$ cat src/rtl/data_mem_ctrl.sv
// data_mem_ctrl: data-side memory controller between the core's memory stage
// and a variable-latency data memory. It accepts one lw/sw at a time, turns it
// into a req/ready handshake, and stalls the core until the access finishes.
// A misaligned address or a memory that never answers ends the access with
// Error raised for the single DONE cycle.
module data_mem_ctrl #(
  parameter int ADDR_WIDTH     = 32,
  parameter int DATA_WIDTH     = 32,
  parameter int MEM_ADDR_WIDTH = 10,
  parameter int TIMEOUT        = 15
) (
  input  logic                      clk,
  input  logic                      rst_n,
  input  logic                      MemRead,
  input  logic                      MemWrite,
  input  logic [ADDR_WIDTH-1:0]     Addr,
  input  logic [DATA_WIDTH-1:0]     WriteData,
  output logic [DATA_WIDTH-1:0]     ReadData,
  output logic                      Stall,
  output logic                      Error,
  output logic                      mem_req,
  output logic                      mem_we,
  output logic [MEM_ADDR_WIDTH-1:0] mem_addr,
  output logic [DATA_WIDTH-1:0]     mem_wdata,
  input  logic [DATA_WIDTH-1:0]     mem_rdata,
  input  logic                      mem_ready
);

  // Wide enough to hold TIMEOUT so the counter can never wrap.
  localparam int                   CNT_WIDTH = $clog2(TIMEOUT + 1);
  localparam logic [CNT_WIDTH-1:0] CNT_LAST  = CNT_WIDTH'(TIMEOUT - 1);
  localparam logic [CNT_WIDTH-1:0] CNT_ONE   = CNT_WIDTH'(1);

  typedef enum logic [1:0] {
    IDLE   = 2'd0,
    ACCESS = 2'd1,
    DONE   = 2'd2
  } stateT;

  stateT                stateR;
  logic [CNT_WIDTH-1:0] counterR;
  logic                 requestS;
  logic                 misalignedS;
  logic                 unusedAddrBits;

  assign requestS    = MemRead | MemWrite;
  assign misalignedS = (Addr[1:0] != 2'b00);

  // Address bits above the memory's word range are deliberately dropped.
  assign unusedAddrBits = ^Addr[ADDR_WIDTH-1:MEM_ADDR_WIDTH+2];

  // Stall decode: combinational in IDLE so the core freezes in the same cycle it asks.
  always_comb begin
    Stall = 1'b0;
    if (!rst_n) begin
      Stall = 1'b0;
    end else begin
      case (stateR)
        IDLE:    Stall = requestS;
        ACCESS:  Stall = 1'b1;
        DONE:    Stall = 1'b0;
        default: Stall = 1'b0;
      endcase
    end
  end

  // Access sequencer: captures the request, runs the handshake, and times out a silent memory.
  always_ff @(posedge clk or negedge rst_n) begin
    if (!rst_n) begin
      stateR    <= IDLE;
      counterR  <= {CNT_WIDTH{1'b0}};
      ReadData  <= {DATA_WIDTH{1'b0}};
      Error     <= 1'b0;
      mem_req   <= 1'b0;
      mem_we    <= 1'b0;
      mem_addr  <= {MEM_ADDR_WIDTH{1'b0}};
      mem_wdata <= {DATA_WIDTH{1'b0}};
    end else begin
      case (stateR)
        IDLE: begin
          if (requestS) begin
            if (misalignedS) begin
              // Never touch memory with a misaligned word access.
              Error  <= 1'b1;
              stateR <= DONE;
            end else begin
              // A simultaneous read and write is issued as a write.
              mem_addr  <= Addr[MEM_ADDR_WIDTH+1:2];
              mem_we    <= MemWrite;
              mem_wdata <= WriteData;
              mem_req   <= 1'b1;
              counterR  <= {CNT_WIDTH{1'b0}};
              stateR    <= ACCESS;
            end
          end else begin
            stateR <= IDLE;
          end
        end

        ACCESS: begin
          if (mem_ready) begin
            // Completion wins over a timeout landing in the same cycle.
            mem_req <= 1'b0;
            if (!mem_we) begin
              ReadData <= mem_rdata;
            end else begin
              ReadData <= ReadData;
            end
            Error  <= 1'b0;
            stateR <= DONE;
          end else if (counterR == CNT_LAST) begin
            // The memory has had TIMEOUT cycles; abandon the access.
            mem_req <= 1'b0;
            if (!mem_we) begin
              ReadData <= {DATA_WIDTH{1'b0}};
            end else begin
              ReadData <= ReadData;
            end
            Error  <= 1'b1;
            stateR <= DONE;
          end else begin
            counterR <= counterR + CNT_ONE;
          end
        end

        DONE: begin
          // The core samples ReadData/Error now; any request still held is ignored.
          Error  <= 1'b0;
          stateR <= IDLE;
        end

        default: begin
          mem_req <= 1'b0;
          Error   <= 1'b0;
          stateR  <= IDLE;
        end
      endcase
    end
  end

endmodule

$ cat config.mk
export PLATFORM = sky130hd
export DESIGN_NAME = data_mem_ctrl
export DESIGN_NICKNAME = d
export VERILOG_FILES = /design/src/rtl/data_mem_ctrl.sv
export SDC_FILE = /design/constraint.sdc
export NUM_CORES = 1
export LEC_CHECK = 0
export CAP_MARGIN = 10
export CORE_MARGIN = 4
export CORE_UTILIZATION = 30
export DETAILED_ROUTE_END_ITERATION = 7
export PLACE_DENSITY = 0.6
export SLEW_MARGIN = 0
export SYNTH_ARGS = -nofsm -noshare
export SYNTH_HDL_FRONTEND = slang
export SYNTH_SLANG_ARGS = --single-unit
$ cat constraint.sdc
create_clock -name clk -period 4.45 [get_ports clk]
set_input_delay 0.89 -clock clk [delete_from_list [all_inputs] [get_ports clk]]
set_output_delay 0.89 -clock clk [all_outputs]
set_load 0.03 [all_outputs]
# Word level (Yosys, flattened, before mapping)
# Cells that the tools add are included.
totals:
  romBits: 0
  mem_count: 0
  elab_cells: 58
  latchBits: 0
  input_bits: 101
  regBits: 83
  mem_bits_rw: 0
op_classes:
  multipliers: 0
  addsub: 1
  mux: 26
  n_eq_ne: 11
  div: 0
  magnitude_cmp: 0
  bitwise_logic: 3
  shift: 0
  n_reduce_logical: 9
ops:
  columns: ["operator", "n"]
  rows:
  - ["two-way mux 32 bit", 4]
  - ["two-way mux 4 bit", 4]
  - ["!= test 2 bit, second input constant", 7]
  - ["two-way mux 1 bit", 9]
  - ["two-way mux 2 bit", 4]
  - ["case mux 4 bit (2 select lines)", 1]
  - ["AND reduction 4 bit", 2]
  - ["AND reduction 3 bit", 2]
  - ["nonzero test 2 bit", 3]
  - ["AND reduction 5 bit", 1]
  - ["adder 4 x 1 -> 4 bit, second input constant", 1]
  - ["== test 4 bit, second input constant", 1]
  - ["case mux 1 bit (2 select lines)", 2]
  - ["case mux 2 bit (2 select lines)", 1]
  - ["!= test 3 bit, second input constant", 1]
  - ["case mux 1 bit (3 select lines)", 1]
  - ["== test 2 x 1 -> 1 bit, second input constant", 1]
  - ["== test 2 bit, second input constant", 1]
  - ["logical NOT 2 bit", 1]
  - ["inverter 1 bit", 2]
  - ["OR 1 bit", 1]

# Logic depth before layout (Yosys ltp)
depth:
  depth_word: 4
  depth_mapped: 7

# Worst setup path before layout
# No wires, ideal clock.
synth_timing:
  path_type: "input to output"
  from: "input port MemWrite"
  to: "output port Stall"
  cell_stages: 2
  path_buffers: 0
  slack_ns: 1.903
  required_ns: 3.560
  arrival_ns: 1.657
  cell_sequence: "nor3_1 nor3b_1"
synth_between:
  elab_chain_cells: 3
synth_rtl:
  columns: ["element", "line", "source"]
  rows:
  - ["start: declaration", "15", "input logic MemWrite,"]
  - ["OR 1 bit", "46", "assign requestS = MemRead | MemWrite;"]
  - ["case mux 1 bit (2 select lines)", "58", "case (stateR)"]
  - ["two-way mux 1 bit", "55", "if (!rst_n) begin"]
  - ["end: declaration", "19", "output logic Stall,"]
# Every way passes these cells.

# Final worst setup path
layout_timing:
  from: "input port MemRead"
  to: "output port Stall"
layout_between:
  elab_chain_cells: 3
layout_rtl:
  columns: ["element", "line", "source"]
  rows:
  - ["start: declaration", "14", "input logic MemRead,"]
  - ["OR 1 bit", "46", null]
  - ["case mux 1 bit (2 select lines)", "58", null]
  - ["two-way mux 1 bit", "55", null]
# Every way passes these cells.

==> summary.log <==
INFO  power          p_total=3.885mW
INFO  floorplan      floorplan.die.width=116.0microns
INFO  floorplan      std_cell_rows=39
INFO  logic_synthesis synth_fp_nets=379
INFO  finish         antenna_cells=0
INFO  grt            first_pass_grt_wire_length=13.42mm
INFO  setup_path     timing.critical_path.cells=clkdlybuf4s50_1 > nor3_1 > nor3b_1 > clkdlybuf4s50_1
INFO  finish         final.fill_count=1038
INFO  power          internal_power=2.391mW
INFO  sta            totalNegativeSetupSlack=0ns
INFO  setup_path     crit_fanout=4
INFO  finish         mostFrequentLayoutCells=clkdlybuf4s50_1 (157), dfrtp_1 (83), mux2_2 (40)
INFO  clocking       clock_tree.root_cell=clkbuf_16
INFO  setup_path     worst_ep_required_time=3.56ns
INFO  floorplan      pin_count=179
INFO  power          switching_share=38.45%
INFO  floorplan      die_height=116.0microns
INFO  clocking       cts_tree=built
INFO  place          port-buffer-count=158
INFO  clocking       cts.reportedPaths.clkPinSlew=0.06ns
INFO  logic_synthesis ys_types=37
INFO  logic_synthesis synth_seq_cells=83
INFO  routing        dr_total_vias=2587
INFO  sta            finalHoldViolCount=0
INFO  logic_synthesis ys_warn_count=0
INFO  clocking       number_of_buffers_created_by_cts=9
INFO  setup_path     cp-start-kind=input port
INFO  sta            post_layout_min_period=3.304ns
INFO  power          power_density_over_cell_area=707.3mW/mm^2
INFO  clocking       cts.repair.resized=0
INFO  grt            antenna_violations_before_repair=0
INFO  grt            pin_count_of_the_biggest_net_entering_global_routing=44
INFO  finish         post_route_design_area=0.005493sqmm
INFO  floorplan      core=0.01142sqmm
INFO  finish         instances_no_fill=583
INFO  routing        drt_iter0_drc=34
INFO  grt            grt_usage=12.67%
INFO  place          routabilityCongestion=0.7248
INFO  routing        drt_drc_violations_left=0
INFO  logic_synthesis synthesized_area_divided_by_synthesized_cell_count=12.67squm
INFO  clocking       clk-insertion-delay-late=0.33ns
INFO  power          netSwitchingPower=1.494mW
INFO  power          power.clock.fraction=19.7%
INFO  floorplan      die-area=0.01344sqmm
INFO  place          placement.cell_area=0.005179sqmm
INFO  routing        drt-vias-per-instance=4.437
INFO  sta            finalClockSkew=0.007110ns
INFO  routing        routed_wire_length_per_instance=14.56microns
INFO  clocking       clock_sink_count=83
INFO  clocking       cts-root-to-sink-buffers=2
INFO  place          hpwl=6.169mm
INFO  finish         final_util=48.10%
INFO  setup_path     critical_path.max_stage_delay=0.71ns
INFO  clocking       cts.htree.levels=3
INFO  logic_synthesis synth_top_area_share=59.41%
INFO  setup_path     endpoint_kind_of_the_worst_setup_timing_path=output port
INFO  setup_path     crit_arrival=2.41ns
INFO  finish         final_net_count=538
INFO  finish         layout-drive-gt1-share=15.00%
INFO  sta            finalCritPeriodShare=74.25%
INFO  job            drv.max_cap_violation_count=0
INFO  power          leakage_component_of_the_power=2.562nW
INFO  sta            worstMarginPinSlew=1.128ns
INFO  power          power.sequential.fraction=33.3%
INFO  logic_synthesis post-synth-top-area-cell=dfrtp_1
INFO  sta            rsz_0062_raised_after_global_routing=false
INFO  finish         commonest_non_fill_non_tap_cell_in_the_layout=clkdlybuf4s50_1
INFO  routing        drt_pre_antenna_iters=4
INFO  floorplan      floorplan.initialDensity=30.62%
INFO  sta            fmax=302.6MHz
INFO  logic_synthesis synth-edff-count=0
INFO  routing        antenna_viol_nets_final=0
INFO  clocking       holdBufCountCts=0
INFO  run_status     status=complete, no violations
INFO  sta            slew-limit-headroom=24.83%
INFO  finish         synthToLayoutAreaGrowth=57.12%
INFO  place          placed_cells=567
INFO  clocking       postCtsSetupBuffers=0
INFO  hold_path      holdCritPathClass=flip-flop to flip-flop
INFO  sta            slew_viol_final=0
INFO  power          max-vdd-ir-drop=0.3490mV
INFO  setup_path     crit_path_frequent_cell=clkdlybuf4s50_1
INFO  grt            globalRoute.totalOverflow=0
INFO  logic_synthesis cell_types_occupying_the_most_area_after_synthesis=dfrtp_1 (59%), mux2_2 (13%), mux2i_1 (9.4%), inv_1 (4.2%), nand2_1 (3.4%)
INFO  logic_synthesis total_standard_cell_area_after_synthesis=0.003496sqmm
INFO  setup_path     worstSetupPathType=input port to output port
INFO  power          power_frac_comb=47.0%
INFO  logic_synthesis postSynth.topFlopCell=dfrtp_1
INFO  routing        totalWireLength=8.490mm
INFO  logic_synthesis synthCells=276
INFO  logic_synthesis postSynth.asyncResetShare=100.0%
INFO  sta            setup_violations_final=0
INFO  setup_path     slowest_stage=clkdlybuf4s50_1
INFO  logic_synthesis ys_seq_area_share=59.41%
INFO  grt            first_global_vias=2748
-- metrics by stage --
stage / setup slack (ns) / hold WS, ns
floorplan: 1.903 / 0.4966
global placement: 1.170 / 0.4723
detailed placement: 1.147 / 0.4807
CTS: 1.138 / 0.5005
global route: 1.107 / 0.5184
finish: 1.146 / 0.4983
-- path summary, 6_finish.rpt --
kind / from / cells past startpoint / to / slack [ns]
min reg2reg: mem_addr[2] / 1 / mem_addr[2] / 0.50
min: mem_addr[2] / 1 / mem_addr[2] / 0.50
max in group asynchronous: rst_n / 3 / ReadData[12] / 2.85
min in group asynchronous: rst_n / 2 / stateR[0] / 0.65
max reg2reg: counterR[0] / 5 / ReadData[19] / 2.12
max: MemRead / 4 / Stall / 1.15
-- synthesized netlist by cell type (2+ instances only) --
cell type	instances
mux2i_1	33
buf_6	5
inv_1	39
o21ai_0	4
clkbuf_1	3
mux2_2	40
mux2_1	2
nand2_1	32
buf_2	3
ha_1	2
buf_4	3
nor3_1	2
dfrtp_1	83
o22ai_1	2
-- state kept, by name, indices dropped and copies added (netlist names) --
name and count:
ReadData 32, mem_wdata 32, mem_addr 10, counterR 4
stateR 2, Error 1, mem_req 1, mem_we 1
-- critical path: cells and delay by family --
family	cells	cell delay, ns
simple gates	2	0.27
buf+inv	2	1.25
-- cell families after synthesis --
kind of cell / share of synthesized area [%]
AO/OA/AOI/OAI: 2.649
adder cells (fa/ha/maj): 0.7157
buffers and inverters: 7.194
flip-flops: 59.41
multiplexers: 22.98
AND/OR/NAND/NOR: 7.051
-- power by group through the flow --
stage / Combinational (mW) / Sequential, mW / Clock (mW)
floorplan: 0.373 / 1.93 / 0
detailed placement: 1.86 / 1.30 / 0
CTS: 1.86 / 1.30 / 0.797
global route: 1.94 / 1.34 / 0.820
global placement: 1.84 / 1.29 / 0
finish: 1.83 / 1.29 / 0.765
-- cell type report --
type | instances | area [sq um] | area share, %
clock inverter | 5 | 61.31 | 1.116
multi-input combinational | 140 | 1167 | 21.25
timing repair buffer | 162 | 1609 | 29.29
inverter | 39 | 146.4 | 2.665
clock buffer | 11 | 252.7 | 4.601
sequential | 83 | 2077 | 37.81
tap | 143 | 178.9 | 3.257
-- routing by layer --
| layer | part of all wire [%] | global-route usage [%] | wire, microns | vias up |
|---|---|---|---|---|
| li1 | - | - | - | 1231 |
| met1 | 41 | 15.82 | 3493 | 1237 |
| met2 | 46 | 19.64 | 3914 | 109 |
| met3 | 11 | 5.170 | 975 | 10 |
| met4 | 1.3 | 4.950 | 107 | 0 |
| met5 | 0 | 0 | 0 | - |
Power figures use the tool's default switching activity.
